--- src/rtl/rps_pkg.sv ---
// rps_pkg: result codes, winner encodings and FSM states shared by the judge and the match scorer.
package rps_pkg;
    localparam logic [7:0] RES_TIE = 8'd0;
    localparam logic [7:0] RES_P1  = 8'd49;
    localparam logic [7:0] RES_P2  = 8'd50;
    localparam logic [7:0] RES_INV = 8'd63;
    typedef enum logic [1:0] {W_NONE = 2'b00, W_P1 = 2'b01, W_P2 = 2'b10, W_DRAW = 2'b11} winner_t;
    typedef enum logic {S_PLAY = 1'b0, S_DONE = 1'b1} state_t;
endpackage

--- src/rtl/rps_sat_counter.sv ---
// rps_sat_counter: W-bit counter with sync clear, increment enable and saturation at MAX.
// o_q_nxt exposes the post-update value so callers can decide on it in the same edge.
module rps_sat_counter #(
    parameter int W   = 4,
    parameter int MAX = 15
) (
    input  logic         clk,
    input  logic         rst_n,
    input  logic         i_clr,
    input  logic         i_inc,
    output logic [W-1:0] o_q,
    output logic [W-1:0] o_q_nxt
);
    logic [W-1:0] r_q;
    always_comb o_q_nxt = i_clr ? '0 : (i_inc && r_q != W'(MAX)) ? r_q + 1'b1 : r_q;
    always_ff @(posedge clk or negedge rst_n)
        if (!rst_n) r_q <= '0;
        else        r_q <= o_q_nxt;
    assign o_q = r_q;
endmodule

--- src/rtl/rps_match_scorer.sv ---
// rps_match_scorer: best-of-N match scorekeeper fed by the round judge's result code.
// Scores, round and invalid counts update on each accepted strobe; the result holds in DONE.
module rps_match_scorer
    import rps_pkg::*;
#(
    parameter int WIN_TARGET = 3,
    parameter int MAX_ROUNDS = 9
) (
    input  logic       clk,
    input  logic       rst_n,
    input  logic       ena,
    input  logic [7:0] result,
    input  logic       round_strobe,
    input  logic       new_match,
    output logic [3:0] p1_score,
    output logic [3:0] p2_score,
    output logic [4:0] round_cnt,
    output logic [3:0] invalid_cnt,
    output logic       match_over,
    output logic [1:0] match_winner,
    output logic       round_done,
    output logic       match_over_pulse
);
    state_t  r_state, w_state_nxt;
    winner_t r_winner, w_winner_nxt;
    logic r_round_done, r_over_pulse;
    logic w_clr, w_acc, w_is_p1, w_is_p2, w_is_tie, w_inv;
    logic w_p1_win, w_p2_win, w_lim, w_fin;
    logic [3:0] w_p1_n, w_p2_n, w_inv_n;
    logic [4:0] w_rnd_n;
    // new_match outranks a coincident strobe, which is simply dropped
    assign w_clr    = ena & new_match;
    assign w_acc    = ena & round_strobe & ~new_match & (r_state == S_PLAY);
    assign w_is_p1  = result == RES_P1;
    assign w_is_p2  = result == RES_P2;
    assign w_is_tie = result == RES_TIE;
    assign w_inv    = ~(w_is_p1 | w_is_p2 | w_is_tie);
    rps_sat_counter #(.W(4), .MAX(WIN_TARGET)) u_p1 (
        .clk(clk), .rst_n(rst_n), .i_clr(w_clr), .i_inc(w_acc & w_is_p1), .o_q(p1_score), .o_q_nxt(w_p1_n));
    rps_sat_counter #(.W(4), .MAX(WIN_TARGET)) u_p2 (
        .clk(clk), .rst_n(rst_n), .i_clr(w_clr), .i_inc(w_acc & w_is_p2), .o_q(p2_score), .o_q_nxt(w_p2_n));
    rps_sat_counter #(.W(5), .MAX(MAX_ROUNDS)) u_rnd (
        .clk(clk), .rst_n(rst_n), .i_clr(w_clr), .i_inc(w_acc & ~w_inv), .o_q(round_cnt), .o_q_nxt(w_rnd_n));
    rps_sat_counter #(.W(4), .MAX(15)) u_inv (
        .clk(clk), .rst_n(rst_n), .i_clr(w_clr), .i_inc(w_acc & w_inv), .o_q(invalid_cnt), .o_q_nxt(w_inv_n));
    // finish decision is taken on the post-update counts
    assign w_p1_win = w_p1_n == 4'(WIN_TARGET);
    assign w_p2_win = w_p2_n == 4'(WIN_TARGET);
    assign w_lim    = w_rnd_n == 5'(MAX_ROUNDS);
    assign w_fin    = w_acc & (w_p1_win | w_p2_win | w_lim);
    always_ff @(posedge clk or negedge rst_n)
        if (!rst_n) r_state <= S_PLAY;
        else        r_state <= w_state_nxt;
    always_comb w_state_nxt = w_clr ? S_PLAY : w_fin ? S_DONE : r_state;
    always_comb
        w_winner_nxt = w_clr           ? W_NONE :
                       !w_fin          ? r_winner :
                       w_p1_win        ? W_P1 :
                       w_p2_win        ? W_P2 :
                       w_p1_n > w_p2_n ? W_P1 :
                       w_p2_n > w_p1_n ? W_P2 : W_DRAW;
    always_ff @(posedge clk or negedge rst_n)
        if (!rst_n) begin
            r_winner     <= W_NONE;
            r_round_done <= 1'b0;
            r_over_pulse <= 1'b0;
        end else begin
            r_winner     <= w_winner_nxt;
            r_round_done <= w_acc;
            r_over_pulse <= w_fin;
        end
    assign match_over       = r_state == S_DONE;
    assign match_winner     = r_winner;
    assign round_done       = r_round_done;
    assign match_over_pulse = r_over_pulse;
endmodule

--- config.mk ---
export PLATFORM = sky130hd
export DESIGN_NAME = rps_match_scorer
export DESIGN_NICKNAME = d
export VERILOG_FILES = /design/src/rtl/rps_pkg.sv /design/src/rtl/rps_sat_counter.sv /design/src/rtl/rps_match_scorer.sv
export SDC_FILE = /design/constraint.sdc
export NUM_CORES = 1
export LEC_CHECK = 0
export ABC_AREA = 0
export BUFFER_PORTS_ARGS = -buffer_cell sky130_fd_sc_hd__clkbuf_2
export CORE_ASPECT_RATIO = 0.8
export CORE_MARGIN = 2
export CORE_UTILIZATION = 45
export CTS_BUF_LIST = sky130_fd_sc_hd__clkbuf_4 sky130_fd_sc_hd__clkbuf_8
export CTS_CLUSTER_SIZE = 24
export DETAILED_ROUTE_END_ITERATION = 12
export PLACE_DENSITY = 0.72
export SLEW_MARGIN = 20
export SYNTH_ARGS = -nofsm -noshare
export SYNTH_HDL_FRONTEND = slang
export SYNTH_SLANG_ARGS = --single-unit
--- constraint.sdc ---
create_clock -name clk -period 2.8 [get_ports clk]
set_clock_uncertainty 0.05 [all_clocks]
set_input_delay 0.56 -clock clk [delete_from_list [all_inputs] [get_ports clk]]
set_output_delay 0.56 -clock clk [all_outputs]
set_load 0.01 [all_outputs]
==> flow_metrics.env <==
export IMPL_outcome="complete, but fails checks"
export IMPL_violations="negative setup slack"
export IMPL_drive_gt1_frac=0.4204
export IMPL_ys_ff_latch=22
export IMPL_post_route_util=0.6730
export IMPL_crit_type="input pin to flop"
export IMPL_nFillCells=247
export IMPL_ant_nets=0
export IMPL_worst_slack_ns=-0.2343
export IMPL_fin_area_um2=2137
export IMPL_stdcell_count=266
export IMPL_first_pass_iters=4
export IMPL_synthCells=157
export IMPL_endpoint_kind="flop"
export IMPL_postCtsHoldBufs=0
export IMPL_cts_num_sinks=22
export IMPL_clk_pin_slew_worst_paths_ns=0.09
export IMPL_cp_slowest_stage_delay_ns=0.60
export IMPL_finalCriticalPeriod_ns=3.034
export IMPL_dieArea_um2=3895
export IMPL_cts_tree="built"
export IMPL_p_per_area_nw_per_um2=343.1
export IMPL_drt_wl_total_um=4060
export IMPL_clockRootBuffer="clkbuf_8"
export IMPL_cpMaxStageDelayCell="or4_4"
export IMPL_place_ws_ns=-0.5159
export IMPL_syn_avg_cell_area_um2=9.771
export IMPL_dr_first_iter_drc_count=61
export IMPL_critPathTopFamily="simple AND/OR/NAND/NOR gates"
export IMPL_synth_flop_cell="dfrtp_1"
export IMPL_critPathRequiredTime_ns=2.92
export IMPL_cellLeakagePower_nw=0.9982
export IMPL_hp_class="input pin to asynchronous set/reset pin"
export IMPL_min_period_over_period=1.084
export IMPL_die_y_um=56.22
export IMPL_synth_area_leaders="dfrtp_1 36%, ha_1 7.3%, mux2i_1 4.6%, xnor2_1 4.6%, nor2_1 3.9%"
export IMPL_clk_insertion_delay_late_ns=0.27
export IMPL_worstPathArrival_ns=3.15
export IMPL_grt_pass1_vias=1478
export IMPL_yosys_area_top_type="dfrtp_1"
export IMPL_start_util=0.4831
export IMPL_nets=249
export IMPL_crit_chain="clkbuf_2 -> or4_4 -> nand2b_4 -> nor3_1 -> xnor2_1 -> nor2_1 -> ha_4 -> a21oi_2 -> nand3_1 -> or4b_1 -> and3_1"
export IMPL_worst_pin_slew_ns=0.6171
export IMPL_via_count=1463
export IMPL_viasPerCell=5.500
export IMPL_seq_area_frac_synth=0.3589
export IMPL_drv_cap=0
export IMPL_synth_top_area_frac=0.3589
export IMPL_cts_htree_levels=1
export IMPL_post_dp_hpwl_um=3167
export IMPL_cts_buffers=3
export IMPL_worstReg2RegStart="match_over"
export IMPL_max_freq_mhz=329.6
export IMPL_wl_per_cell_um=15.26
export IMPL_n_antenna_cell=0
export IMPL_core_area_um2=3176
export IMPL_synthArstFlopShare=1.000
export IMPL_postCtsSetupRepairBufs=0
export IMPL_ys_top_cells_by_count="22 x dfrtp_1, 16 x nor2_1, 9 x ha_1, 9 x inv_1, 8 x xnor2_1"
export IMPL_final_setup_viol_count=2
export IMPL_antenna_found_initial=0
export IMPL_grt_max_degree=23
export IMPL_fp_dieW_um=69.28
export IMPL_power_uw=733.2
export IMPL_clock_path_buffers=2
export IMPL_grt_util_all_layers=0.2200
export IMPL_rr_worst_depth=13
export IMPL_yosys_warnings=0
export IMPL_grt_pass1_wl_um=6831
export IMPL_dpl_cell_area_um2=2056
export IMPL_drv_slew=0
export IMPL_port_buffers=34
export IMPL_io_pin_count=35
export IMPL_hold_viol_final=0
export IMPL_place_congestion=0.8677
export IMPL_std_cell_rows=18
export IMPL_yosysMostFrequentCell="dfrtp_1"
export IMPL_crit_fanout=5
export IMPL_synth_edff_count=0
export IMPL_synth_fp_nets=179
export IMPL_syn_area_um2=1534
export IMPL_worst_path_buf_inv=1
export IMPL_overflow=0
export IMPL_slew_limit_headroom=0.5875
export IMPL_cp_start_kind="input pin"
export IMPL_area_growth_syn_to_layout_pct=39.31
export IMPL_dp_cells=262
export IMPL_rr_endpoint="match_winner[1]"
export IMPL_peakVddDrop_uv=273.6
export IMPL_reg2reg_slack_ns=-0.13
export IMPL_ys_types=48
export IMPL_route_detailed_drc=0
export IMPL_rsz0062_at_grt="yes"
registers in the layout (all words and copies together) (netlist names):
signal / count
match_winner: 2
round_done: 1
match_over_pulse: 1
u_p2.o_q: 4
u_p1.o_q: 4
match_over: 1
u_rnd.o_q: 5
u_inv.o_q: 4
where the power goes:
part	switching, mW	internal, mW
sequential	0.00858	0.326
combinational	0.0505	0.0412
clock	0.116	0.191
total	0.175	0.558
cell families after synthesis:
logic type | synth area share
XOR/XNOR | 0.06851
buffers and inverters | 0.04159
AND/OR/NAND/NOR | 0.2480
multiplexers | 0.05302
AO/OA/AOI/OAI | 0.1566
flip-flops | 0.3589
adder cells (fa/ha/maj) | 0.07341
timing repair:
item                                    4_1_cts  5_1_grt
gates resized for setup                       2        1
pin swaps                                     0        0
endpoints found under the setup margin        2        3
area by class of cell:
cell class / count / area [um^2] / area share
clock buffer: 3 / 41.29 / 0.01932
clock inverter: 1 / 30.03 / 0.01405
inverter: 10 / 37.54 / 0.01756
multi-input combinational: 120 / 987.2 / 0.4619
sequential: 22 / 550.5 / 0.2576
tap: 40 / 50.05 / 0.02342
timing repair buffer: 70 / 440.4 / 0.2061
layout by cell type, fill, tap and decap left out, types with 3 or more instances in the layout:
cell type / synthesis / routed
ha_1: 9 / 6
and2_1: 4 / 4
clkbuf_8: 0 / 3
nor2b_1: 3 / 3
buf_4: 0 / 36
nor3_1: 5 / 4
mux2i_1: 7 / 7
nand2_1: 6 / 6
a21oi_1: 5 / 4
nand4b_1: 3 / 3
xnor2_1: 8 / 8
inv_1: 9 / 9
o211ai_1: 3 / 3
nor2_1: 16 / 16
xor2_1: 4 / 4
nand3_1: 7 / 7
dfrtp_1: 22 / 22
clkbuf_2: 0 / 34
routing by layer:
layer / track usage / part of all wire
met1: 0.2738 / 0.45
met2: 0.3791 / 0.49
met5: 0 / 0
met3: 0.04710 / 0.054
met4: 0.07283 / 0.0059
stage by stage:
stage	setup TNS, ns	hold WS, ns
after detailed placement	-1.048	0.5234
after floorplan	-0.5930	0.2144
after global routing	-0.5623	0.2554
after global placement	-0.8859	0.5042
after CTS	-0.3362	0.2365
final	-0.3513	0.2184
worst max-delay path by stage:
stage | startpoint | slack [ns] | end | depth (start not counted)
after floorplan | result[7] | -0.37 | match_winner[1] | 10
after global placement | result[7] | -0.46 | match_winner[1] | 10
after detailed placement | result[7] | -0.52 | match_winner[1] | 11
after CTS | result[7] | -0.22 | match_winner[1] | 11
after global routing | result[7] | -0.33 | match_winner[1] | 10
final | result[7] | -0.23 | match_winner[1] | 11
(Power assumes the default switching activity.)
